===== src/rtl/seq_detect_param.sv =====
// Parametrised serial pattern detector with run-time pattern reload
// and a saturating match counter.
module seq_detect_param #(
    parameter int                   PAT_LEN = 4,
    parameter logic [PAT_LEN-1:0]   PATTERN = 4'b1001,
    parameter bit                   OVERLAP = 1'b1,
    parameter int                   CNT_W   = 8
) (
    input  logic                          clk,
    input  logic                          rst,
    input  logic                          din,
    input  logic                          din_valid,
    input  logic                          cfg_load,
    input  logic [PAT_LEN-1:0]            cfg_pattern,
    input  logic                          clr_count,
    output logic                          match,
    output logic [CNT_W-1:0]              match_count,
    output logic [$clog2(PAT_LEN+1)-1:0]  fill
);

    localparam int FW = $clog2(PAT_LEN + 1);
    localparam logic [FW-1:0]    FULL    = FW'(PAT_LEN);
    localparam logic [CNT_W-1:0] CNT_MAX = {CNT_W{1'b1}};

    logic [PAT_LEN-1:0] r_pat;
    logic [PAT_LEN-1:0] r_shreg;
    logic [FW-1:0]      r_fill;
    logic               r_match;
    logic [CNT_W-1:0]   r_cnt;

    logic [PAT_LEN-1:0] w_shreg_n;
    logic [FW-1:0]      w_fill_n;
    logic               w_shift;
    logic               w_hit;

    assign w_shift   = din_valid && !cfg_load;
    assign w_shreg_n = {r_shreg[PAT_LEN-2:0], din};
    assign w_fill_n  = (r_fill == FULL) ? FULL : r_fill + 1'b1;
    assign w_hit     = w_shift && (w_fill_n == FULL) && (w_shreg_n == r_pat);

    always_ff @(posedge clk) begin
        if (rst) begin
            r_pat   <= PATTERN;
            r_shreg <= '0;
            r_fill  <= '0;
            r_match <= 1'b0;
        end else if (cfg_load) begin
            r_pat   <= cfg_pattern;
            r_shreg <= '0;
            r_fill  <= '0;
            r_match <= 1'b0;
        end else if (din_valid) begin
            r_shreg <= w_shreg_n;
            // Non-overlapping mode restarts the history after a match
            r_fill  <= (w_hit && !OVERLAP) ? '0 : w_fill_n;
            r_match <= w_hit;
        end else begin
            r_match <= 1'b0;
        end
    end

    always_ff @(posedge clk) begin
        if (rst) begin
            r_cnt <= '0;
        end else if (clr_count) begin
            r_cnt <= w_hit ? CNT_W'(1) : '0;
        end else if (w_hit && (r_cnt != CNT_MAX)) begin
            r_cnt <= r_cnt + 1'b1;
        end
    end

    assign match       = r_match;
    assign match_count = r_cnt;
    assign fill        = r_fill;

endmodule

===== config.mk =====
export PLATFORM = sky130hd
export DESIGN_NAME = seq_detect_param
export DESIGN_NICKNAME = d
export VERILOG_FILES = /design/src/rtl/seq_detect_param.sv
export SDC_FILE = /design/constraint.sdc
export NUM_CORES = 1
export LEC_CHECK = 0
export CAP_MARGIN = 20
export CORE_ASPECT_RATIO = 1.2
export CORE_MARGIN = 5
export CORE_UTILIZATION = 30
export DETAILED_ROUTE_END_ITERATION = 12
export GPL_TIMING_DRIVEN = 0
export PLACE_DENSITY_LB_ADDON = 0.2
export SKIP_LAST_GASP = 1
export SLEW_MARGIN = 20
export SYNTH_ARGS = -nofsm -noshare
export SYNTH_HDL_FRONTEND = slang
export SYNTH_SLANG_ARGS = --single-unit

===== constraint.sdc =====
create_clock -name clk -period 3.67 [get_ports clk]
set_input_delay 0.5505 -clock clk [delete_from_list [all_inputs] [get_ports clk]]
set_output_delay 0.5505 -clock clk [all_outputs]
set_load 0.05 [all_outputs]

==> results of run 1 <==
report_power, final:
group / total, W / leakage, nW / switching, W / internal [W]
clock: 0.000142 / 0.0228 / 0.0000654 / 0.0000770
sequential: 0.000213 / 0.154 / 0.00000288 / 0.000210
combinational: 0.0000403 / 0.287 / 0.0000197 / 0.0000206
total: 0.000396 / 0.464 / 0.0000880 / 0.000307
placed cells by master, fill, tap and decap left out, types with 2 or more instances in the layout:
| cell | instances |
|---|---|
| sky130_fd_sc_hd__nand2b_1 | 4 |
| sky130_fd_sc_hd__clkdlybuf4s50_1 | 19 |
| sky130_fd_sc_hd__and3_1 | 2 |
| sky130_fd_sc_hd__buf_6 | 2 |
| sky130_fd_sc_hd__or3_1 | 4 |
| sky130_fd_sc_hd__nor4_1 | 5 |
| sky130_fd_sc_hd__a21oi_1 | 3 |
| sky130_fd_sc_hd__or4_4 | 2 |
| sky130_fd_sc_hd__clkbuf_8 | 3 |
| sky130_fd_sc_hd__ha_1 | 3 |
| sky130_fd_sc_hd__nand3_1 | 5 |
| sky130_fd_sc_hd__xor2_1 | 4 |
| sky130_fd_sc_hd__inv_1 | 4 |
| sky130_fd_sc_hd__mux2i_1 | 12 |
| sky130_fd_sc_hd__or2_2 | 2 |
| sky130_fd_sc_hd__nor2_1 | 9 |
| sky130_fd_sc_hd__o41a_1 | 2 |
| sky130_fd_sc_hd__dfxtp_1 | 19 |
| sky130_fd_sc_hd__nand2_1 | 12 |
| sky130_fd_sc_hd__clkbuf_1 | 4 |
| sky130_fd_sc_hd__a21o_1 | 2 |
| sky130_fd_sc_hd__o21ai_0 | 2 |
worst max-delay path, cell delays in order:
cell and delay (ns):
sky130_fd_sc_hd__clkdlybuf4s50_1 0.44, sky130_fd_sc_hd__xor2_1 0.17, sky130_fd_sc_hd__or4_4 0.47, sky130_fd_sc_hd__buf_6 0.15, sky130_fd_sc_hd__or4_4 0.49, sky130_fd_sc_hd__a32o_1 0.22
synthesized netlist by cell type:
library cell                instances  area (um^2)
sky130_fd_sc_hd__dfxtp_1           19          380
sky130_fd_sc_hd__mux2i_1           12          120
sky130_fd_sc_hd__nand2_1           12         45.0
sky130_fd_sc_hd__nor2_1             9         33.8
sky130_fd_sc_hd__nand3_1            5         25.0
sky130_fd_sc_hd__nor4_1             5         31.3
sky130_fd_sc_hd__inv_1              4         15.0
sky130_fd_sc_hd__nand2b_1           4         25.0
sky130_fd_sc_hd__or3_1              4         25.0
sky130_fd_sc_hd__xor2_1             4         35.0
sky130_fd_sc_hd__a21oi_1            3         15.0
sky130_fd_sc_hd__clkbuf_1           3         11.3
sky130_fd_sc_hd__ha_1               3         37.5
sky130_fd_sc_hd__a21o_1             2         15.0
sky130_fd_sc_hd__and3_1             2         12.5
sky130_fd_sc_hd__buf_6              2         22.5
sky130_fd_sc_hd__o21ai_0            2         10.0
sky130_fd_sc_hd__o41a_1             2         22.5
sky130_fd_sc_hd__or2_2              2         12.5
sky130_fd_sc_hd__or4_4              2         22.5
sky130_fd_sc_hd__a211oi_1           1         7.51
sky130_fd_sc_hd__a32o_1             1         10.0
sky130_fd_sc_hd__buf_1              1         3.75
sky130_fd_sc_hd__nand3b_1           1         7.51
sky130_fd_sc_hd__nand4_1            1         6.26
sky130_fd_sc_hd__nand4b_1           1         8.76
sky130_fd_sc_hd__nor3_1             1         5.00
sky130_fd_sc_hd__nor3b_1            1         7.51
sky130_fd_sc_hd__nor4b_1            1         8.76
sky130_fd_sc_hd__o2111ai_1          1         8.76
sky130_fd_sc_hd__o211ai_1           1         7.51
sky130_fd_sc_hd__o21a_1             1         7.51
sky130_fd_sc_hd__o21bai_1           1         7.51
stage by stage:
step                      cell area (um^2)  worst slack [ns]  total power (W)  instances
after floorplan                       1010              1.23         0.000243        114
after global placement                1250              1.05         0.000258        170
after detailed placement              1250              1.04         0.000258        170
after CTS                             1290              1.32         0.000402        174
after global routing                  1290              1.26         0.000418        174
final                                 1290              1.32         0.000396        174
final timing paths:
check,startpoint,to,slack [ns],cells past startpoint
hold / removal,r_pat[0],r_pat[0],0.49,2
setup reg to reg,fill[0],match_count[0],1.46,7
setup / recovery,din,match_count[0],1.32,6
hold reg to reg,r_pat[0],r_pat[0],0.49,2
sequential cells by signal (all words and copies together) (netlist names):
name	flops
r_shreg	3
match	1
match_count	8
fill	3
r_pat	4
layer usage:
layer  global-route usage (%)  vias to the layer above
met1                     12.6                      415
li1                         -                      457
met2                     16.0                       32
met3                     2.75                        4
met5                        0                        -
met4                     7.08                        0
logic make-up after synthesis:
logic type      Yosys count
simple gates             51
flops                    19
compound gates           15
mux                      12
buf+inv                  10
xor+xnor                  4
fa+ha+maj                 3
cell type report:
class                           instances  area (um^2)  share of cell area (%)
Multi-Input combinational cell         85          581                    44.8
Sequential cell                        19          380                    29.4
Timing Repair Buffer                   19          190                    14.7
Tap cell                               37         46.3                    3.57
Clock buffer                            4         45.0                    3.48
Buffer                                  6         37.5                    2.90
Inverter                                4         15.0                    1.16
==> Implementation_results.wiki, run 1 <==
{| class="wikitable"
! Metric !! Value
|-
| Status || complete, no violations
|-
| Fraction of the mapped netlist area in adder cells || 3.70%
|-
| Clock buffers created by TritonCTS || 3
|-
| Average vias per placed instance || 5.22
|-
| Kind of critical path || in2reg
|-
| Antenna diode count || 0
|-
| Clock-pin slew reported for the worst setup and hold paths after clock tree synthesis || 0.07 ns
|-
| Number of placement rows || 23
|-
| Relative slew slack || 48.6%
|-
| Syn-to-layout area delta || 27.8%
|-
| Count of hold buffers inserted by post-cts repair || 0
|-
| Number of nets still failing antenna checks after routing || 0
|-
| GR Overflow Total || 0
|-
| Total via count after detailed routing || 908
|-
| Number of nets at the end of the flow || 151
|-
| Drc violations || 0
|-
| Number of buffers on the longest clock path || 2
|-
| Number of max-cap violations || 0
|-
| Worst IR drop on VDD || 0.000178 V
|-
| Cell Pwr Density || 305 nW/um^2
|-
| Count of input and output buffers || 19
|-
| Share of post-route cells with drive strength above 1 || 6.57%
|-
| Setup TNS || 0 ns
|-
| Number of distinct standard cells referenced by the synthesized netlist || 33
|-
| Quantity of gates resized following cts || 0
|-
| Setup violation total in the final timing report || 0
|-
| Cell chosen for the clock root || sky130_fd_sc_hd__clkbuf_8
|-
| Yosys warnings || 0
|-
| Xor and xnor fraction of the mapped netlist area || 3.46%
|-
| Proportion of synthesized area in mux cells || 11.9%
|-
| Number of global-route vias before repair || 891
|-
| Routability Congestion || 0.882
|-
| Sequential-to-total area share from yosys stat || 37.5%
|-
| HPWL Detailed || 1720 um
|-
| Met2 routed wirelength || 1070 um
|-
| WL met1 || 964 um
|-
| CTS tree || yes
|-
| Maximum achievable frequency || 0.425 GHz
|-
| Initial antenna violation count || 0
|-
| Class of the tightest hold or removal check || reg2reg
|-
| Worst slew pin tran || 0.767 ns
|-
| Final period demand of the worst path || 2.35 ns
|-
| First-pass GRT wire length || 3870 um
|-
| Kind of capture point of the worst setup path || flip-flop
|-
| Fill count || 339
|-
| Net count after synthesis || 127
|-
| Final core area utilization || 39.1%
|-
| Post-CTS Setup Bufs || 0
|-
| Per-instance average area after synthesis || 8.89 um^2
|-
| Number of flip-flops and latches in the synthesized netlist || 19
|-
| Number of hold-slack violations in the final timing report || 0
|-
| Startpoint type of the worst setup path || input pin
|-
| Post-Syn Instances || 114
|-
| Area share of and/or/nand/nor cells after synthesis || 27.3%
|-
| DRC violation total after the first TritonRoute iteration || 46
|-
| Clock H-tree levels || 1
|-
| Total Routed Length || 2240 um
|-
| Ports placed on the boundary || 22
|-
| Die height || 73.7 um
|-
| Total clock sinks || 19
|-
| Combinational family with the most area after synthesis || simple AND/OR/NAND/NOR gates
|-
| Max-slew violation total from the final report || 0
|-
| Cell area after synthesis || 1010 um^2
|-
| Data arrival time of the critical path || 2.50 ns
|-
| Amount of wire on met3 after detailed routing || 161 um
|-
| Required time of the critical path || 3.82 ns
|-
| Die width || 63.1 um
|-
| Leak Pwr || 0.464 nW
|-
| Total routing usage reported by global routing || 10.4%
|-
| Wirelength per Cell || 12.9 um
|-
| Ratio of final minimum period to clock period || 64.1%
|-
| Largest fanout on the critical path || 9
|-
| Source-to-sink clock delay at the later pin of the worst-skew pair || 0.25 ns
|-
| Floorplan die area || 4650 um^2
|-
| Hold Worst Slack || 0.491 ns
|-
| Clock skew after layout || 0.00249 ns
|-
| First-pass DRT Iterations || 5
|-
| Compound-Gate Fraction of Synth Area || 11.0%
|-
| RSZ-0062 raised after global routing || no
|-
| Effective utilization at floorplan || 30.6%
|-
| Core area || 3310 um^2
|-
| Maximum number of pins on one net before global-route repair || 11
|-
| Highest routed metal layer || met4
|}
Power figures use the tool's default switching activity.
==> run 2: changes to the inputs <==
==> constraint.sdc (replaced) <==
create_clock -name clk -period 2 [get_ports clk]
set_input_delay 0.3 -clock clk [delete_from_list [all_inputs] [get_ports clk]]
set_output_delay 0.3 -clock clk [all_outputs]
set_load 0.05 [all_outputs]
==> Implementation_results.wiki, run 2 (same netlist as run 1, synthesis figures left out) <==
{| class="wikitable"
! Metric !! Value
|-
| Worst slew pin tran || 0.514 ns (-0.254 ns)
|-
| Data arrival time of the critical path || 2.10 ns (-0.40 ns)
|-
| Number of flip-flops in the largest register || 8 (unchanged)
|-
| Initial antenna violation count || 0 (unchanged)
|-
| GR Overflow Total || 0 (unchanged)
|-
| Floorplan die area || 4650 um^2 (unchanged)
|-
| Syn-to-layout area delta || 31.5%
|-
| Average vias per placed instance || 5.26 (+0.74%)
|-
| Number of placement rows || 23 (unchanged)
|-
| Count of buffer and inverter cells on the critical path || 1 (-1)
|-
| HPWL Detailed || 1800 um (+4.8%)
|-
| DRC violation total after the first TritonRoute iteration || 49 (+6.5%)
|-
| CTS tree || yes
|-
| Total Routed Length || 2360 um (+5.2%)
|-
| Count of input and output buffers || 19 (unchanged)
|-
| Total via count after detailed routing || 920 (+1.3%)
|-
| Core area || 3310 um^2 (unchanged)
|-
| Number of hold-slack violations in the final timing report || 0 (unchanged)
|-
| Leading cell type in the layout, fill and taps excluded || sky130_fd_sc_hd__clkdlybuf4s50_1
|-
| Worst IR drop on VDD || 0.000293 V (+65%)
|-
| Antenna diode count || 0 (unchanged)
|-
| Number of nets still failing antenna checks after routing || 0 (unchanged)
|-
| Clock-pin slew reported for the worst setup and hold paths after clock tree synthesis || 0.07 ns (about the same)
|-
| Power Internal || 0.000561 W (+83%)
|-
| Wirelength per Cell || 13.5 um (+4.6%)
|-
| First-pass DRT Iterations || 4 (-1)
|-
| Number of buffers on the longest clock path || 2 (unchanged)
|-
| Ratio of final minimum period to clock period || 97.8%
|-
| Hold Worst Slack || 0.308 ns (-0.183 ns)
|-
| Hold Path Depth || 3 (+1)
|-
| Effective utilization at floorplan || 30.6% (unchanged)
|-
| Total clock sinks || 19 (unchanged)
|-
| Crit. path cell count || 5 (-1)
|-
| Worst-path cell chain || xor2_1, or4_4, buf_6, or4_4, a32o_1
|-
| Kind of critical path || reg2reg
|-
| First-pass GRT wire length || 4080 um (+5.5%)
|-
| Leak Pwr || 0.480 nW (+3.6%)
|-
| Number of max-cap violations || 0 (unchanged)
|-
| Number of global-route vias before repair || 933 (+4.7%)
|-
| Final period demand of the worst path || 1.96 ns
|-
| Max stage delay on crit path || 0.51 ns (+0.02 ns)
|-
| Commonest cells after routing, fill and taps aside || sky130_fd_sc_hd__clkdlybuf4s50_1 (18), sky130_fd_sc_hd__dfxtp_1 (17), sky130_fd_sc_hd__mux2i_1 (12), sky130_fd_sc_hd__nand2_1 (12), sky130_fd_sc_hd__nor2_1 (9)
|-
| Share of post-route cells with drive strength above 1 || 12.3% (+5.7 points)
|-
| Ports placed on the boundary || 22 (unchanged)
|-
| Clock power frac || 36.4% (+0.4 points)
|-
| Clock buffers created by TritonCTS || 3 (unchanged)
|-
| Routability Congestion || 0.822 (-6.8%)
|-
| Status || complete, no violations
|-
| Crit path max-delay family || simple AND/OR/NAND/NOR gates
|-
| Maximum achievable frequency || 0.511 GHz
|-
| Cell chosen for the clock root || sky130_fd_sc_hd__clkbuf_8
|-
| Placement-stage cell area || 1280 um^2 (+2.4%)
|-
| Max stage delay cell, worst path || sky130_fd_sc_hd__or4_4
|-
| Setup violation total in the final timing report || 0 (unchanged)
|-
| # placed instances || 170 (unchanged)
|-
| Gate power share || 10.5% (+0.3 points)
|-
| RSZ-0062 raised after global routing || no
|-
| Die height || 73.7 um (unchanged)
|-
| Required time of the critical path || 2.15 ns (-1.67 ns)
|-
| Number of standard cells in the final layout excluding fillers || 175 (+0.57%)
|-
| Clock H-tree levels || 1 (unchanged)
|-
| Relative slew slack || 65.6% (+17 points)
|-
| Clock skew after layout || 0.000704 ns (-0.00178 ns)
|-
| Class of the tightest hold or removal check || in2reg
|-
| Drc violations || 0 (unchanged)
|-
| Max-slew violation total from the final report || 0 (unchanged)
|-
| Kind of capture point of the worst setup path || flip-flop
|-
| Setup TNS || 0 ns (unchanged)
|-
| Post-layout instance area || 1330 um^2 (+2.9%)
|-
| Fraction of power consumed by sequential logic || 53.0% (-0.8 points)
|-
| Depth of the worst register-to-register path || 5 (-2)
|-
| Top cell by count, worst path || sky130_fd_sc_hd__or4_4
|-
| Die width || 63.1 um (unchanged)
|-
| Total routing usage reported by global routing || 10.7% (+0.37 points)
|-
| Switching Power || 0.000173 W (+96%)
|-
| Cell Pwr Density || 551 nW/um^2 (+80%)
|-
| Maximum number of pins on one net before global-route repair || 12 (+1)
|-
| Largest fanout on the critical path || 9 (unchanged)
|-
| Source-to-sink clock delay at the later pin of the worst-skew pair || 0.25 ns (about the same)
|-
| Count of hold buffers inserted by post-cts repair || 0 (unchanged)
|-
| Switching portion of total power || 23.5% (+1.3 points)
|-
| Startpoint type of the worst setup path || flip-flop
|-
| Number of nets at the end of the flow || 152 (+0.66%)
|}
-- run 2: cell count changes in the layout (fill, tap and decap cells not counted), sizes merged --
cell           before  now
clkdlybuf4s50      19   18
clkbuf              7    6
buf                 3    4
clkinv              0    1
dlygate4sd2         0    1
-- run 2: through the flow --
step	total power (W)	worst slack, ns	utilization, %
final	0.000734	0.0450	40.3
after global routing	0.000772	0.00248	40.3
after CTS	0.000746	0.0289	40.0
after detailed placement	0.000477	-0.383	38.7
after global placement	0.000476	-0.382	38.7
after floorplan	0.000448	0.00139	-
-- run 2: final cells by class --
type | instances | area (um^2)
fill | 338 | 1980
multi-input combinational | 85 | 593
sequential | 19 | 388
timing repair buffer | 20 | 196
tap | 37 | 46.3
buffer | 6 | 45.0
clock buffer | 3 | 41.3
inverter | 4 | 17.5
clock inverter | 1 | 5.00
-- run 2: per-layer routing --
metal	vias to the layer above	part of all wire, %	track usage [%]
met5	-	0	0
met2	20	50	18.5
met1	438	45	13.3
met3	2	4.0	2.29
li1	460	-	-
met4	0	0.72	3.54
-- run 2: path summary, 6_finish.rpt --
path                                        to       start  slack, ns
worst min-delay path                  r_pat[0]    cfg_load       0.31
worst max-delay path            match_count[0]  r_shreg[2]       0.04
worst min register to register        r_pat[3]    r_pat[3]       0.50
worst max register to register  match_count[0]  r_shreg[2]       0.04
-- run 2: worst register-to-register path, cell delays in order (launching register included) --
cell	delay, ns
sky130_fd_sc_hd__dfxtp_1	0.33
sky130_fd_sc_hd__xor2_1	0.16
sky130_fd_sc_hd__or4_4	0.51
sky130_fd_sc_hd__buf_6	0.15
sky130_fd_sc_hd__or4_4	0.49
sky130_fd_sc_hd__a32o_1	0.22
-- run 2: power groups by stage --
stage                     Combinational (W)  Sequential (W)  Clock, W
after floorplan                   0.0000466        0.000401         0
after detailed placement          0.0000791        0.000398         0
after CTS                         0.0000786        0.000389  0.000278
after global placement            0.0000777        0.000398         0
final                             0.0000773        0.000389  0.000267
after global routing              0.0000858        0.000390  0.000296
-- run 2: timing repair --
item                       in CTS  in global routing
gates resized for setup         1                  0
setup endpoints to repair       2                  1
pin swaps                       0                  2
hold endpoints to repair        0                  0
buffers inserted                0                  1
